--- src/rtl/q14_pkg.sv ---
// Shared types and sizing for the sequential right shifter.
package q14_pkg;

   localparam int unsigned WIDTH = 8;
   localparam int unsigned IDX_W = $clog2(WIDTH);

   typedef enum logic [1:0] {
      IDLE  = 2'd0,
      SHIFT = 2'd1,
      FIN   = 2'd2
   } state_t;

endpackage

--- src/rtl/q14_onehot_enc.sv ---
// One-hot to binary encoder; valid_c only when exactly one bit is set.
module q14_onehot_enc
   import q14_pkg::*;
#(
   parameter int unsigned WIDTH = q14_pkg::WIDTH,
   parameter int unsigned IDX_W = $clog2(WIDTH)
) (
   input  logic [WIDTH-1:0] onehot,
   output logic [IDX_W-1:0] idx_c,
   output logic             valid_c
);

   localparam int unsigned CNT_W = $clog2(WIDTH + 1);

   logic [CNT_W-1:0] ones;

   // OR of set-bit indices is only meaningful when exactly one bit is set
   always_comb begin
      ones  = '0;
      idx_c = '0;
      for (int i = 0; i < int'(WIDTH); i++) begin
         if (onehot[i]) begin
            ones  = ones + CNT_W'(1);
            idx_c = idx_c | IDX_W'(i);
         end
      end
      valid_c = (ones == CNT_W'(1));
   end

endmodule

--- src/rtl/q14_seq_right_shifter.sv ---
// Iterative logical right shifter: one bit per clock, one-hot amount,
// done/err pulse when the result register W is updated.
module q14_seq_right_shifter
   import q14_pkg::*;
#(
   parameter int unsigned WIDTH = q14_pkg::WIDTH
) (
   input  logic             clk,
   input  logic             rst_n,
   input  logic             start,
   input  logic [WIDTH-1:0] D,
   input  logic [WIDTH-1:0] N,
   output logic [WIDTH-1:0] W,
   output logic             busy,
   output logic             done,
   output logic             err
);

   localparam int unsigned CNT_W = $clog2(WIDTH);

   state_t           state, state_nxt;
   logic [WIDTH-1:0] data, data_nxt;
   logic [CNT_W-1:0] cnt, cnt_nxt;
   logic             eflag, eflag_nxt;
   logic [WIDTH-1:0] w_nxt;
   logic             busy_nxt, done_nxt, err_nxt;
   logic [CNT_W-1:0] enc_idx;
   logic             enc_valid;

   q14_onehot_enc #(
      .WIDTH (WIDTH),
      .IDX_W (CNT_W)
   ) u_enc (
      .onehot  (N),
      .idx_c   (enc_idx),
      .valid_c (enc_valid)
   );

   always_ff @(posedge clk or negedge rst_n) begin
      if (!rst_n) begin
         state <= IDLE;
         data  <= '0;
         cnt   <= '0;
         eflag <= 1'b0;
         W     <= '0;
         busy  <= 1'b0;
         done  <= 1'b0;
         err   <= 1'b0;
      end else begin
         state <= state_nxt;
         data  <= data_nxt;
         cnt   <= cnt_nxt;
         eflag <= eflag_nxt;
         W     <= w_nxt;
         busy  <= busy_nxt;
         done  <= done_nxt;
         err   <= err_nxt;
      end
   end

   always_comb begin
      state_nxt = state;
      data_nxt  = data;
      cnt_nxt   = cnt;
      eflag_nxt = eflag;
      w_nxt     = W;
      done_nxt  = 1'b0;
      err_nxt   = 1'b0;
      unique case (state)
         IDLE: begin
            if (start) begin
               if (enc_valid) begin
                  data_nxt  = D;
                  cnt_nxt   = enc_idx;
                  state_nxt = (enc_idx == '0) ? FIN : SHIFT;
               end else begin
                  // Malformed amount: zero result, flagged, no shifting
                  data_nxt  = '0;
                  cnt_nxt   = '0;
                  eflag_nxt = 1'b1;
                  state_nxt = FIN;
               end
            end
         end
         SHIFT: begin
            data_nxt = {1'b0, data[WIDTH-1:1]};
            cnt_nxt  = cnt - CNT_W'(1);
            if (cnt == CNT_W'(1)) state_nxt = FIN;
         end
         FIN: begin
            w_nxt     = data;
            done_nxt  = 1'b1;
            err_nxt   = eflag;
            eflag_nxt = 1'b0;
            state_nxt = IDLE;
         end
         default: state_nxt = IDLE;
      endcase
      busy_nxt = (state_nxt != IDLE);
   end

endmodule

--- config.mk ---
export PLATFORM = sky130hd
export DESIGN_NAME = q14_seq_right_shifter
export DESIGN_NICKNAME = d
export VERILOG_FILES = /design/src/rtl/q14_pkg.sv /design/src/rtl/q14_onehot_enc.sv /design/src/rtl/q14_seq_right_shifter.sv
export SDC_FILE = /design/constraint.sdc
export NUM_CORES = 1
export LEC_CHECK = 0
export ABC_AREA = 1
export CORE_MARGIN = 2
export CORE_UTILIZATION = 54
export CTS_BUF_LIST = sky130_fd_sc_hd__clkbuf_4
export CTS_CLUSTER_DIAMETER = 200
export CTS_CLUSTER_SIZE = 40
export DETAILED_ROUTE_END_ITERATION = 12
export PLACE_DENSITY = 0.86
export SLEW_MARGIN = 20
export SYNTH_ARGS = -nofsm -noshare
export SYNTH_HDL_FRONTEND = slang
export SYNTH_HIERARCHICAL = 1
export SYNTH_SLANG_ARGS = --single-unit
export TNS_END_PERCENT = 1
--- constraint.sdc ---
create_clock -name clk -period 1.5 [get_ports clk]
set_clock_uncertainty 0.2 [all_clocks]
set_input_delay 0.225 -clock clk [delete_from_list [all_inputs] [get_ports clk]]
set_output_delay 0.225 -clock clk [all_outputs]
set_load 0.01 [all_outputs]
==> Yosys cells after proc, flatten, opt, wreduce, memory -nomap -nowiden <==
Cells that the tools add are included.
{ "word_totals": {"register_bits": 25, "wordCells": 60, "out_inout_bits": 11, "input_bits": 19} }
{ "op_classes": {"reduce_logical": 7, "eq_ne": 6, "n_addsub": 8, "muxes": 31} }
{ "op_table": {"columns": ["operator", "count"], "rows": [
  ["two-way mux 4 bit", 7],
  ["adder 4 x 1 -> 4 bit, second input constant", 6],
  ["two-way mux 3 bit", 6],
  ["two-way mux 8 bit", 2],
  ["case mux 8 bit (2 select lines)", 1],
  ["two-way mux 2 bit", 6],
  ["two-way mux 1 bit", 6],
  ["case mux 3 bit (2 select lines)", 1],
  ["nonzero test 2 bit", 3],
  ["== test 4 x 1 -> 1 bit, second input constant", 1],
  ["inequality test 2 bit, second input constant", 2],
  ["case mux 2 bit (2 select lines)", 1],
  ["== test 3 x 1 -> 1 bit, second input constant", 1],
  ["logical NOT 3 bit", 1],
  ["AND reduction 3 bit", 1],
  ["subtractor 3 x 1 -> 3 bit, second input constant", 1],
  ["adder 1 x 1 -> 2 bit, second input constant", 1],
  ["== test 2 x 1 -> 1 bit, second input constant", 1],
  ["== test 2 bit, second input constant", 1],
  ["logical NOT 2 bit", 1],
  ["case mux 1 bit (2 select lines)", 1],
  ["AND reduction 2 bit", 1]
]} }

==> Depth between registers and ports, before layout <==
Gate-level depths: netlist (run 1).
{ "depth": {"word_depth": 20, "mapped_depth": 31, "ltp_nobuf": 31} }

==> Cells and area by module <==
Netlist (run 1), hierarchy kept.
{ "by_module_without_submodules": {"columns": ["module", "n_inst", "cells_per_inst", "seq_area_each_um2", "area_per_inst_um2"], "rows": [
  ["q14_seq_right_shifter", 1, 130, 625.6, 1089.8],
  ["q14_onehot_enc", 1, 102, 0.0, 586.8]
]} }

==> Worst setup path after synthesis (run 1) <==
No wires, ideal clock.
{ "synth_path": {"path_type": "input to register", "from": "in N[0]", "to": "reg cnt[0]", "cell_stages": 28, "n_path_buf": 0, "setup_time_ns": 0.068, "arrival_time_ns": 3.850, "path_slack_ns": -2.618, "t_required_ns": 1.232, "path_cell_list": "inv_1 > ha_1 > inv_1 > nand2_2 > nand2_1 > inv_1 > ha_1 > nand2_1 > nand2_1 > ha_1 > or2_2 > nand2_1 > inv_1 > ha_1 > nand2_1 > nand2_2 > ha_1 > nand2_1 > a21boi_1 > inv_1 > ha_1 > nor2_1 > a21oi_1 > nor2_1 > inv_1 > nor2_4 > nand2_1 > nand3_1"} }
{ "synth_via": {"elab_chain_cells": 19} }
{ "synth_rtl": {"columns": ["item", "line", "text"], "rows": [
  ["start, declared", "q14_seq_right_shifter.sv:12", "input logic [WIDTH-1:0] N,"],
  ["two-way mux 1 bit *", "q14_onehot_enc.sv:22", "if (onehot[i]) begin"],
  ["adder 1 x 1 -> 2 bit", "q14_onehot_enc.sv:23", "ones = ones + CNT_W'(1);"],
  ["two-way mux 4 bit *", "q14_onehot_enc.sv:22", null],
  ["adder 4 x 1 -> 4 bit", "q14_onehot_enc.sv:23", null],
  ["two-way mux 4 bit *", "q14_onehot_enc.sv:22", null],
  ["adder 4 x 1 -> 4 bit", "q14_onehot_enc.sv:23", null],
  ["two-way mux 4 bit *", "q14_onehot_enc.sv:22", null],
  ["adder 4 x 1 -> 4 bit", "q14_onehot_enc.sv:23", null],
  ["[... 4 more ...]", null, null],
  ["two-way mux 4 bit *", "q14_onehot_enc.sv:22", null],
  ["adder 4 x 1 -> 4 bit", "q14_onehot_enc.sv:23", null],
  ["two-way mux 4 bit *", "q14_onehot_enc.sv:22", null],
  ["== test 4 x 1 -> 1 bit *", "q14_onehot_enc.sv:27", "valid_c = (ones == CNT_W'(1));"],
  ["net enc_valid", "q14_seq_right_shifter.sv:28", "logic enc_valid;"],
  ["two-way mux 3 bit *", "q14_seq_right_shifter.sv:72", "if (enc_valid) begin"],
  ["two-way mux 3 bit *", "q14_seq_right_shifter.sv:71", "if (start) begin"],
  ["case mux 3 bit (2 select lines) *", "q14_seq_right_shifter.sv:69", "unique case (state)"],
  ["end signal, assigned", "q14_seq_right_shifter.sv:52", "cnt <= cnt_nxt;"],
  ["end, declared", "q14_seq_right_shifter.sv:23", "logic [CNT_W-1:0] cnt, cnt_nxt;"]
]} }
Mark *: on every way through the listed nets, which the timed path passes. The rest lies on a longest branch. The select of a mux whose other input is x is not followed.
A chain may end at the register's enable or synchronous reset.

==> Final worst setup path (run 1) <==
{ "layout_path": {"from": "in N[2]", "to": "reg cnt[1]"} }
{ "layout_via": {"elab_chain_cells": 15, "elab_cells_between_ends": 21, "classes_between": "add/sub (5); eq/ne (1); mux (15)"} }
{ "layout_rtl": {"columns": ["item", "line"], "rows": [
  ["two-way mux 4 bit *", "q14_onehot_enc.sv:22"],
  ["adder 4 x 1 -> 4 bit", "q14_onehot_enc.sv:23"],
  ["two-way mux 4 bit *", "q14_onehot_enc.sv:22"],
  ["adder 4 x 1 -> 4 bit", "q14_onehot_enc.sv:23"],
  ["two-way mux 4 bit *", "q14_onehot_enc.sv:22"],
  ["adder 4 x 1 -> 4 bit", "q14_onehot_enc.sv:23"],
  ["two-way mux 4 bit *", "q14_onehot_enc.sv:22"],
  ["adder 4 x 1 -> 4 bit", "q14_onehot_enc.sv:23"],
  ["two-way mux 4 bit *", "q14_onehot_enc.sv:22"],
  ["adder 4 x 1 -> 4 bit", "q14_onehot_enc.sv:23"],
  ["two-way mux 4 bit *", "q14_onehot_enc.sv:22"],
  ["== test 4 x 1 -> 1 bit *", "q14_onehot_enc.sv:27"],
  ["net enc_valid", "q14_seq_right_shifter.sv:28"],
  ["two-way mux 3 bit *", "q14_seq_right_shifter.sv:72"],
  ["two-way mux 3 bit *", "q14_seq_right_shifter.sv:71"],
  ["case mux 3 bit (2 select lines) *", "q14_seq_right_shifter.sv:69"]
]} }
Marked as above.

==> impl_table.tex, run 1 <==
\begin{tabular}{lr}
\hline
Metric & Value \\
\hline
\multicolumn{2}{l}{\textbf{Final layout}} \\
Share of final-layout standard cells stronger than drive strength 1 & 43.40\% \\
Design Area, Final & 2663 um2 \\
Layout Area Growth over Synthesis & 58.81\% \\
Number of nets in the final layout & 347 \\
Antenna diode count & 0 \\
Reg area & 625.6 um2 \\
Number of fill cells & 133 \\
Multi-input logic area & 1127 um2 \\
Non-filler instance count after layout & 351 \\
\multicolumn{2}{l}{\textbf{Synth}} \\
Warning count from the yosys run & 6 \\
Post-Synthesis Cell Area & 1677 um2 \\
Cell types occupying the most area after synthesis & sky130\_fd\_sc\_hd\_\_dfrtp\_1, sky130\_fd\_sc\_hd\_\_nand2\_1, sky130\_fd\_sc\_hd\_\_nand3\_1, sky130\_fd\_sc\_hd\_\_ha\_1, sky130\_fd\_sc\_hd\_\_inv\_1 \\
Syn Inst Count & 232 \\
Syn Nets & 260 \\
Seq cells post-synth & 25 \\
Library cell with the largest summed area after synthesis & sky130\_fd\_sc\_hd\_\_dfrtp\_1 \\
Share of synthesized area occupied by flip-flops and latches & 37.31\% \\
Most frequently used flop master after synthesis & sky130\_fd\_sc\_hd\_\_dfrtp\_1 \\
Number of flops mapped to enable cells by yosys & 0 \\
Mean instance size in the synthesized netlist & 7.227 um2 \\
Library cells used by synthesis & 25 \\
Fraction of registers with async set/reset & 100.0\% \\
Share of the synthesized area in the top cell type & 37.31\% \\
\multicolumn{2}{l}{\textbf{Min path}} \\
Path category of the worst min-delay check & in2async \\
\multicolumn{2}{l}{\textbf{Placed design}} \\
Placed Instance Area & 2243 um2 \\
Routability Congestion & 0.8513 \\
Port buffer count & 29 \\
Placed instance count & 321 \\
Pre-CTS setup slack & -3150 ps \\
Dpl hpwl & 2.962 mm \\
\multicolumn{2}{l}{\textbf{Die}} \\
Die Span X & 59.72 um \\
Core region area & 3003 um2 \\
Total I/O pin count & 30 \\
Die Span Y & 59.72 um \\
Die Area & 3566 um2 \\
Row cnt & 20 \\
Starting density of the core & 55.83\% \\
\multicolumn{2}{l}{\textbf{Clock tree}} \\
CTS Buffer Depth & 2 \\
Clock-pin slew on the worst setup and hold paths & 150 ps \\
H-tree depth & 1 \\
Worst skew pair latency & 340 ps \\
Root buffer cell & sky130\_fd\_sc\_hd\_\_clkbuf\_4 \\
Clock sink count & 25 \\
Clock buffers created by TritonCTS & 3 \\
CTS tree & built \\
\multicolumn{2}{l}{\textbf{Worst setup path}} \\
Worst path buffer plus inverter count & 16 \\
Crit-path max FO & 5 \\
Data required, critical path & 1590 ps \\
Cell with the largest stage delay on the worst path & sky130\_fd\_sc\_hd\_\_ha\_4 \\
Depth of the worst register-to-register path & 7 \\
Cell type with the highest occurrence count on the critical path & sky130\_fd\_sc\_hd\_\_buf\_4 \\
Peak per-stage delay on the critical path & 250 ps \\
Endpoint class of the critical path & flip-flop \\
Setup slack on the worst flop-to-flop path & -80 ps \\
Startpoint kind of the worst setup timing path & primary input \\
Crit path kind & in2reg \\
Number of gates on the worst path with buffers counted & 32 \\
Worst path arrival time & 3890 ps \\
Family with the most delay on the worst path & buffers and inverters \\
\multicolumn{2}{l}{\textbf{Timing}} \\
Slew Limit Fails & 0 \\
Final worst-path cycle share & 253.1\% \\
Unrepaired setup endpoints after global routing & yes \\
Final sum of negative setup slack & -31,690 ps \\
Setup violators final & 14 \\
Slew margin rel. & 75.97\% \\
Number of failing hold endpoints at the final stage & 0 \\
Min Tclk post-route & 3796 ps \\
Least-Margin Pin Slew & 360.1 ps \\
Fmax & 0.2634 GHz \\
Least setup slack across all paths after layout & -2296 ps \\
\multicolumn{2}{l}{\textbf{Drt}} \\
WL met2 & 3.127 mm \\
Mean number of vias per cell & 5.906 \\
Number of optimization iterations in the first detailed-route pass & 6 \\
Post-detailed-route wirelength per cell & 18.18 um \\
Sum of met3 wire segment lengths after detailed routing & 497 um \\
Residual antenna-violating net count after detailed routing & 0 \\
Via count & 2,073 \\
DRC violations left & 0 \\
Highest metal layer used by the detailed router & met4 \\
Routed metal-1 wire length & 2.125 mm \\
Total length of routed wires & 6.380 mm \\
Number of DRC violations after detailed-routing iteration 0 & 234 \\
\multicolumn{2}{l}{\textbf{Pwr}} \\
Leakage & 1.460 nW \\
Power Dens Cells & 1260 nW/um2 \\
Worst voltage drop across the vdd grid & 0.5826 mV \\
Overall power & 3.354 mW \\
\multicolumn{2}{l}{\textbf{Run status}} \\
Result of the run & finished, violations left \\
Failing checks & negative setup slack \\
\multicolumn{2}{l}{\textbf{Global routing}} \\
Overflow left after global routing & 0 \\
Vias in the first global route & 2,009 \\
Maximum number of pins on one net before global-route repair & 26 \\
Overall routing resource usage & 33.18\% \\
Antenna violations before repair & 0 \\
First-pass GRT wire length & 8.763 mm \\
\multicolumn{2}{l}{\textbf{Run}} \\
Number of violations of the max-capacitance limit & 0 \\
\hline
\end{tabular}
-- final timing paths --
| path | from | endpoint |
|---|---|---|
| setup / recovery | N[2] | cnt[1] |
| hold / removal | rst_n | data[5] |
| setup reg to reg | state[1] | cnt[1] |
| hold reg to reg | W[2] | W[2] |
| max in group asynchronous | rst_n | data[2] |
| min in group clk | D[7] | data[7] |
-- final cells by class --
| type | instances | share of cell area [%] |
|---|---|---|
| clock buffer | 3 | 0.8459 |
| inverter | 33 | 5.028 |
| sequential | 25 | 23.50 |
| tap | 33 | 1.551 |
| clock inverter | 1 | 0.2820 |
| multi-input combinational | 173 | 42.34 |
| timing repair buffer | 83 | 26.46 |
-- synthesized netlist by cell type, types with 3 or more instances --
master / number
sky130_fd_sc_hd__nand3_2: 5
sky130_fd_sc_hd__nor2_2: 4
sky130_fd_sc_hd__nand2_2: 12
sky130_fd_sc_hd__nand2_4: 3
sky130_fd_sc_hd__a21oi_1: 4
sky130_fd_sc_hd__inv_2: 5
sky130_fd_sc_hd__inv_1: 28
sky130_fd_sc_hd__nand2_1: 89
sky130_fd_sc_hd__ha_1: 9
sky130_fd_sc_hd__dfrtp_1: 25
sky130_fd_sc_hd__nand4_1: 4
sky130_fd_sc_hd__nand3_1: 23
sky130_fd_sc_hd__nor2_1: 9
-- cell families (layout without fill, tap and decap cells) --
kind of cell	after synthesis	after routing	share of synthesized area [%]
buf+inv	35	120	8.358
fa+ha+maj	9	9	6.717
simple gates	154	155	44.48
compound gates	9	9	3.134
flops	25	25	37.31
-- registers in the layout, summed over array words and instances (netlist names) --
name,cells
busy,1
data,8
err,1
eflag,1
state,2
cnt,3
done,1
W,8
-- timing repair --
item | in CTS | in global routing
gates cloned | 1 | 0
hold buffers | 0 | 0
endpoints found under the setup margin | 25 | 14
setup buffers | 22 | 5
pin swaps | 24 | 21
gates resized for setup | 48 | 27
-- metrics by stage --
step           utilization, %  hold WS [ps]
3_3_place_gp            74.71         255.5
5_1_grt                 88.67         40.45
3_5_place_dp            74.71         264.7
6_report                88.67         44.83
2_1_floorplan               -        -270.6
4_1_cts                 84.92         72.29
-- report_power, final --
group          internal [mW]  switching [mW]
Clock                  0.102           0.221
Combinational          0.799            1.11
Sequential             0.932           0.186
Total                   1.83            1.52
-- layout by cell type, fill, tap and decap left out, drive strengths merged --
cell type	n
nand2	104
buf	56
inv	33
nand3	29
dfrtp	25
clkdlybuf4s50	15
nor2	15
dlygate4sd2	11
ha	9
a21oi	5
nand4	4
clkbuf	3
o21ai	2
nand3b	2
o22ai	1
clkinvlp	1
clkdlybuf4s15	1
or2	1
a21boi	1
-- layer usage --
layer / vias to the layer above / GRT usage [%]
met3: 73 / 4.978
met4: 0 / 22.86
met5: - / 0
met1: 935 / 34.89
li1: 905 / -
met2: 160 / 59.78
Power figures use the tool's default switching activity.
==> run 2, diff against run 1 <==
Settings changed: CORE_MARGIN 2 to 1.5.
==> run 2 against run 1 <==
Effect of this change: the flow still finishes with violations (negative setup slack); sequential cell count is the same; power shrank 4.7%; critical endpoint is now cnt[2]; clock power down 3%; non-clock buffer count decreased by 7; sequential share of layout area is 0.67 points higher; final cell count down 2.0%; fmax down 2.6%.
==> impl_table.tex, run 2 (synthesis results as in run 1) <==
\begin{tabular}{lr}
\hline
Metric & Value \\
\hline
\multicolumn{2}{l}{\textbf{Timing}} \\
Least setup slack across all paths after layout & -2397 ps (-100.7 ps) \\
Final worst-path cycle share & 259.8\% (+6.7 points) \\
Slew margin rel. & 79.17\% (+3.2 points) \\
Setup violators final & 14 (unchanged) \\
Slew Limit Fails & 0 (unchanged) \\
Fmax & 0.2566 GHz (-2.6\%) \\
Number of failing hold endpoints at the final stage & 0 (unchanged) \\
Min Tclk post-route & 3897 ps (+100.7 ps) \\
Least-Margin Pin Slew & 311.6 ps (-48.49 ps) \\
Unrepaired setup endpoints after global routing & yes \\
\multicolumn{2}{l}{\textbf{Global routing}} \\
First-pass GRT wire length & 8.293 mm (-5.4\%) \\
Vias in the first global route & 1,950 (-2.9\%) \\
Maximum number of pins on one net before global-route repair & 26 (unchanged) \\
Overflow left after global routing & 0 (unchanged) \\
Antenna violations before repair & 0 (unchanged) \\
Overall routing resource usage & 31.26\% (-1.9 points) \\
\multicolumn{2}{l}{\textbf{Final layout}} \\
Layout Area Growth over Synthesis & 54.40\% \\
Number of nets in the final layout & 340 (-2.0\%) \\
Share of final-layout standard cells stronger than drive strength 1 & 39.87\% (-3.5 points) \\
Most common cell after layout, fill and taps aside & sky130\_fd\_sc\_hd\_\_nand2\_1 \\
Antenna diode count & 0 (unchanged) \\
Highest-count cells in the layout ignoring fill and taps & sky130\_fd\_sc\_hd\_\_nand2\_1, sky130\_fd\_sc\_hd\_\_buf\_4, sky130\_fd\_sc\_hd\_\_dfrtp\_1, sky130\_fd\_sc\_hd\_\_inv\_1, sky130\_fd\_sc\_hd\_\_nand3\_1 \\
Largest registers ranked by flip-flop count & W (8), data (8), cnt (3) \\
Non-filler instance count after layout & 344 (-2.0\%) \\
\multicolumn{2}{l}{\textbf{Drt}} \\
Number of optimization iterations in the first detailed-route pass & 5 (-1) \\
Mean number of vias per cell & 5.823 (-1.4\%) \\
Residual antenna-violating net count after detailed routing & 0 (unchanged) \\
Via count & 2,003 (-3.4\%) \\
Number of DRC violations after detailed-routing iteration 0 & 149 (-36\%) \\
DRC violations left & 0 (unchanged) \\
Total length of routed wires & 5.870 mm (-8.0\%) \\
Post-detailed-route wirelength per cell & 17.06 um (-6.1\%) \\
\multicolumn{2}{l}{\textbf{Die}} \\
Core region area & 3003 um2 (unchanged) \\
Die Span Y & 58.72 um (-1.7\%) \\
Die Span X & 58.72 um (-1.7\%) \\
Die Area & 3448 um2 (-3.3\%) \\
Total I/O pin count & 30 (unchanged) \\
Starting density of the core & 55.83\% (unchanged) \\
Row cnt & 20 (unchanged) \\
\multicolumn{2}{l}{\textbf{Placed design}} \\
Port buffer count & 29 (unchanged) \\
Placed instance count & 324 (+0.93\%) \\
Pre-CTS setup slack & -3113 ps (+37.03 ps) \\
Dpl hpwl & 2.964 mm (about the same) \\
Routability Congestion & 0.8499 (-0.16\%) \\
\multicolumn{2}{l}{\textbf{Pwr}} \\
Power Dens Cells & 1235 nW/um2 (-2.0\%) \\
Sw Pwr & 1.411 mW (-7.2\%) \\
Switching share of power & 44.13\% (-1.2 points) \\
Worst voltage drop across the vdd grid & 0.5289 mV (-9.2\%) \\
Internal Power & 1.786 mW (-2.6\%) \\
Fraction of power consumed by sequential logic & 34.6\% (+1.3 points) \\
Leakage & 1.414 nW (-3.1\%) \\
Overall power & 3.197 mW (-4.7\%) \\
Clock group share of total power & 9.8\% (+0.2 points) \\
Combinational share of power & 55.6\% (-1.4 points) \\
\multicolumn{2}{l}{\textbf{Clock tree}} \\
Clock sink count & 25 (unchanged) \\
CTS Buffer Depth & 2 (unchanged) \\
Root buffer cell & sky130\_fd\_sc\_hd\_\_clkbuf\_4 \\
Worst skew pair latency & 340 ps (about the same) \\
H-tree depth & 1 (unchanged) \\
CTS tree & built \\
Clock buffers created by TritonCTS & 3 (unchanged) \\
Clock-pin slew on the worst setup and hold paths & 150 ps (about the same) \\
Hold buffers post-CTS & 0 (unchanged) \\
\multicolumn{2}{l}{\textbf{Run status}} \\
Result of the run & finished, violations left \\
Failing checks & negative setup slack \\
\multicolumn{2}{l}{\textbf{Worst setup path}} \\
Crit path kind & in2reg \\
Endpoint class of the critical path & flip-flop \\
Crit-path max FO & 4 (-1) \\
Startpoint kind of the worst setup timing path & primary input \\
Worst path arrival time & 3980 ps (+90 ps) \\
Data required, critical path & 1590 ps (about the same) \\
Depth of the worst register-to-register path & 5 (-2) \\
\multicolumn{2}{l}{\textbf{Run}} \\
Number of violations of the max-capacitance limit & 0 (unchanged) \\
\multicolumn{2}{l}{\textbf{Min path}} \\
Path category of the worst min-delay check & in2async \\
\hline
\end{tabular}
run 2: routing by layer:
| layer | GRT usage [%] | wire, um | share of wire, % |
|---|---|---|---|
| met3 | 7.253 | 448 | 7.6 |
| met1 | 32.54 | 2015 | 34 |
| met5 | 0 | 0 | 0 |
| met2 | 55.08 | 2979 | 51 |
| met4 | 21.43 | 427 | 7.3 |
run 2: layout make-up:
| class | instances | area (um2) |
|---|---|---|
| clock buffers | 3 | 22.52 |
| clock inverters | 1 | 7.507 |
| fillers | 166 | 414.1 |
| inverters | 33 | 136.4 |
| multi-input cells | 173 | 1115 |
| flip-flops and latches | 25 | 625.6 |
| well taps | 33 | 41.29 |
| repair buffers | 76 | 640.6 |
run 2: stage by stage:
stage / instance area [um2] / util (%) / hold WS, ps / setup TNS, ps
3_5_place_dp: 2266 / 75.46 / 264.2 / -42450
6_report: 2589 / 86.21 / 46.04 / -31800
2_1_floorplan: 1710 / - / -270.6 / -31620
4_1_cts: 2496 / 83.13 / 65.68 / -27670
5_1_grt: 2589 / 86.21 / 66.65 / -32080
3_3_place_gp: 2266 / 75.46 / 255.4 / -40850
run 2: power groups by stage:
stage / registers (mW) / logic (mW) / clock network, mW
2_1_floorplan: 1.13 / 0.836 / 0
3_3_place_gp: 1.10 / 1.42 / 0
3_5_place_dp: 1.11 / 1.48 / 0
4_1_cts: 1.09 / 1.57 / 0.309
5_1_grt: 1.13 / 1.94 / 0.335
6_report: 1.11 / 1.78 / 0.313
run 2: what timing repair did:
item,4_1_cts,5_1_grt
pin swaps,24,21
buffers inserted,13,3
gates resized for setup,45,21
gates cloned,1,0
endpoints found under the setup margin,25,14
run 2: worst paths after layout:
| check | from | to | slack [ps] |
|---|---|---|---|
| min in group clk | D[7] | data[7] | 210 |
| worst min-delay path | rst_n | state[0] | 50 |
| worst max-delay path | N[3] | cnt[2] | -2400 |
| worst min register to register | W[3] | W[3] | 290 |
| worst max register to register | state[0] | data[2] | 110 |
| max in group asynchronous | rst_n | data[2] | 790 |
run 2: worst max-delay path, stage by stage:
cell	delay, ps
sky130_fd_sc_hd__clkdlybuf4s50_1	490
sky130_fd_sc_hd__inv_1	170
sky130_fd_sc_hd__nand3_1	270
sky130_fd_sc_hd__nand2_4	190
sky130_fd_sc_hd__ha_4	210
sky130_fd_sc_hd__or2_4	250
sky130_fd_sc_hd__nand2_4	70
sky130_fd_sc_hd__inv_4	30
sky130_fd_sc_hd__ha_4	210
sky130_fd_sc_hd__nand2_4	60
sky130_fd_sc_hd__nand2_4	60
sky130_fd_sc_hd__ha_4	260
sky130_fd_sc_hd__nand2_1	40
sky130_fd_sc_hd__a21boi_2	170
sky130_fd_sc_hd__inv_2	80
sky130_fd_sc_hd__ha_4	140
sky130_fd_sc_hd__nand2_2	50
sky130_fd_sc_hd__inv_2	60
sky130_fd_sc_hd__nor2_2	30
sky130_fd_sc_hd__nor2_2	120
sky130_fd_sc_hd__nand3_2	100
sky130_fd_sc_hd__nor2_4	180
sky130_fd_sc_hd__buf_4	160
sky130_fd_sc_hd__nand3_2	90
sky130_fd_sc_hd__nand2_1	90
sky130_fd_sc_hd__nand2_1	70
sky130_fd_sc_hd__nand2_1	90
==> run 3, diff against run 2 <==
Settings changed: CORE_MARGIN 1.5 to 8, CORE_UTILIZATION 54 to 49, PLACE_DENSITY 0.86 to 0.82, SETUP_SLACK_MARGIN from default to 0.05.
Clock period 1.5 ns to 3.5 ns, I/O delays scaled along.
==> run 3 against run 2 <==
Effect of this change: utilization shrank 2.5 points; final cell count grew 7.3%; critical path depth grew 5; count of clock-buffer cells in the layout is the same; largest cell class unchanged; sequential power shrank 57%; wire length grew 17%; first-iteration DRC count grew 80%; the flow still finishes with violations (negative setup slack).
==> impl_table.tex, run 3 (synthesis results as in run 1) <==
\begin{tabular}{lr}
\hline
Metric & Value \\
\hline
\multicolumn{2}{l}{\textbf{Clock tree}} \\
Clock sink count & 25 (unchanged) \\
Clock buffers created by TritonCTS & 3 (unchanged) \\
Hold buffers post-CTS & 0 (unchanged) \\
Clock-pin slew on the worst setup and hold paths & 140 ps (about the same) \\
CTS tree & built \\
H-tree depth & 1 (unchanged) \\
CTS Buffer Depth & 2 (unchanged) \\
Worst skew pair latency & 320 ps (-20 ps) \\
Root buffer cell & sky130\_fd\_sc\_hd\_\_clkbuf\_4 \\
\multicolumn{2}{l}{\textbf{Timing}} \\
Unrepaired setup endpoints after global routing & yes \\
Slew Limit Fails & 0 (unchanged) \\
Min Tclk post-route & 4019 ps \\
Setup violators final & 14 (unchanged) \\
Final sum of negative setup slack & -6727 ps (+25,070 ps) \\
Fmax & 0.2488 GHz \\
Slew margin rel. & 73.23\% (-5.9 points) \\
Least setup slack across all paths after layout & -519.2 ps (+1877 ps) \\
Least-Margin Pin Slew & 401.1 ps (+89.51 ps) \\
Final worst-path cycle share & 114.8\% \\
Number of failing hold endpoints at the final stage & 0 (unchanged) \\
\multicolumn{2}{l}{\textbf{Worst setup path}} \\
Worst setup path startpoint & N[1] \\
Depth of the worst register-to-register path & 6 (+1) \\
Crit path kind & in2reg \\
Cell with the largest stage delay on the worst path & sky130\_fd\_sc\_hd\_\_ha\_4 \\
Worst path buffer plus inverter count & 8 (+2) \\
Crit-path max FO & 5 (+1) \\
Peak per-stage delay on the critical path & 280 ps (-210 ps) \\
Cell type with the highest occurrence count on the critical path & sky130\_fd\_sc\_hd\_\_nand2\_4 \\
Worst path arrival time & 4090 ps (+110 ps) \\
Launch point of the worst reg-to-reg path & state[1] \\
Startpoint kind of the worst setup timing path & primary input \\
Data required, critical path & 3570 ps (+1980 ps) \\
Family with the most delay on the worst path & simple AND/OR/NAND/NOR gates \\
Number of gates on the worst path with buffers counted & 32 (+19\%) \\
Endpoint class of the critical path & flip-flop \\
Setup slack on the worst flop-to-flop path & 1910 ps (+1800 ps) \\
\multicolumn{2}{l}{\textbf{Pwr}} \\
Overall power & 1.504 mW (-53\%) \\
Power Dens Cells & 542.3 nW/um2 (-56\%) \\
Worst voltage drop across the vdd grid & 0.2880 mV (-46\%) \\
Leakage & 1.463 nW (+3.5\%) \\
\multicolumn{2}{l}{\textbf{Final layout}} \\
Post-layout util & 83.75\% (-2.5 points) \\
Most common cell after layout, fill and taps aside & sky130\_fd\_sc\_hd\_\_nand2\_1 \\
Share of final-layout standard cells stronger than drive strength 1 & 44.58\% (+4.7 points) \\
Design Area, Final & 2773 um2 (+7.1\%) \\
Highest-count cells in the layout ignoring fill and taps & sky130\_fd\_sc\_hd\_\_nand2\_1, sky130\_fd\_sc\_hd\_\_buf\_4, sky130\_fd\_sc\_hd\_\_clkdlybuf4s50\_1, sky130\_fd\_sc\_hd\_\_dfrtp\_1, sky130\_fd\_sc\_hd\_\_inv\_1 \\
Largest registers ranked by flip-flop count & W (8), data (8), cnt (3) \\
Antenna diode count & 0 (unchanged) \\
Number of nets in the final layout & 352 (+3.5\%) \\
Layout Area Growth over Synthesis & 65.37\% \\
\multicolumn{2}{l}{\textbf{Placed design}} \\
Pre-CTS setup slack & -1386 ps (+1727 ps) \\
Dpl hpwl & 3.007 mm (+1.4\%) \\
Port buffer count & 29 (unchanged) \\
Placed Instance Area & 2230 um2 (-1.6\%) \\
Routability Congestion & 0.8180 (-3.8\%) \\
\multicolumn{2}{l}{\textbf{Drt}} \\
DRC violations left & 0 (unchanged) \\
Total length of routed wires & 6.844 mm (+17\%) \\
Via count & 2,133 (+6.5\%) \\
Post-detailed-route wirelength per cell & 18.55 um (+8.7\%) \\
Number of optimization iterations in the first detailed-route pass & 5 (unchanged) \\
Mean number of vias per cell & 5.780 (-0.72\%) \\
Residual antenna-violating net count after detailed routing & 0 (unchanged) \\
Number of DRC violations after detailed-routing iteration 0 & 268 (+80\%) \\
\multicolumn{2}{l}{\textbf{Run}} \\
Number of violations of the max-capacitance limit & 0 (unchanged) \\
\multicolumn{2}{l}{\textbf{Global routing}} \\
Met2 global-route usage & 40.17\% (-15 points) \\
Vias in the first global route & 2,115 (+8.5\%) \\
M3 GR Usage & 4.178\% (-3.1 points) \\
First-pass GRT wire length & 9.756 mm (+18\%) \\
Most Used Layer, Global Route & met2 \\
Overall routing resource usage & 22.77\% (-8.5 points) \\
Overflow left after global routing & 0 (unchanged) \\
Maximum number of pins on one net before global-route repair & 26 (unchanged) \\
Met1 global-route usage & 24.66\% (-7.9 points) \\
Antenna violations before repair & 0 (unchanged) \\
\multicolumn{2}{l}{\textbf{Die}} \\
Core region area & 3311 um2 (+10\%) \\
Die Span X & 74.50 um (+27\%) \\
Starting density of the core & 50.64\% (-5.2 points) \\
Total I/O pin count & 30 (unchanged) \\
Die Span Y & 74.50 um (+27\%) \\
Row cnt & 21 (+5.0\%) \\
Die Area & 5550 um2 (+61\%) \\
\multicolumn{2}{l}{\textbf{Min path}} \\
Startpoint of the tightest hold check path & W[1] \\
Path category of the worst min-delay check & reg2reg \\
Number of cells traversed by the worst hold path & 2 \\
\multicolumn{2}{l}{\textbf{Run status}} \\
Result of the run & finished, violations left \\
Failing checks & negative setup slack \\
\hline
\end{tabular}
[run 3: changes by cell type in the layout (fill, tap and decap cells not counted), sizes merged]
cell	previous run	this run
clkinv	0	1
clkdlybuf4s15	1	0
clkdlybuf4s50	15	26
buf	49	62
dlygate4sd2	11	0
clkinvlp	1	0
[run 3: repair_timing]
item,CTS,global route
setup buffers,34,5
pin swaps,27,25
gates cloned,1,0
gates resized for setup,41,33
endpoints found under the setup margin,14,14
[run 3: final cells by class]
cell class | instances | area (um2)
multi-input cells | 173 | 1174
repair buffers | 88 | 749.5
flip-flops and latches | 25 | 625.6
fillers | 178 | 538.0
inverters | 33 | 138.9
well taps | 46 | 57.56
clock buffers | 3 | 22.52
clock inverters | 1 | 5.005
[run 3: layer usage]
metal  up-vias  routed length, um
li1        912                  -
met1      1003               2399
met2       162               3295
met3        56                606
met4         0                544
met5         -                  0
[run 3: worst register-to-register path: cells and delay by family, from the launching register on]
kind,cells,cell delay (ps)
buffers and inverters,2,450
DFF,1,440
and+or+nand+nor,4,400
[run 3: where the power goes]
group | switching, mW | leakage [nW] | internal (mW)
clock | 0.0861 | 0.0177 | 0.0428
sequential | 0.0807 | 0.333 | 0.400
combinational | 0.503 | 1.11 | 0.392
total | 0.670 | 1.46 | 0.834
[run 3: per-stage QoR]
step	cells	hold WS, ps
final	369	292.4
after global routing	369	345.2
after CTS	367	295.9
after detailed placement	330	263.7
after global placement	330	260.7
after floorplan	232	29.41
[run 3: path summary, 6_finish.rpt]
| path | to |
|---|---|
| setup reg to reg | cnt[2] |
| max in group asynchronous | state[1] |
| setup / recovery | data[2] |
| min in group asynchronous | W[2] |
| hold reg to reg | W[1] |
| hold / removal | W[1] |
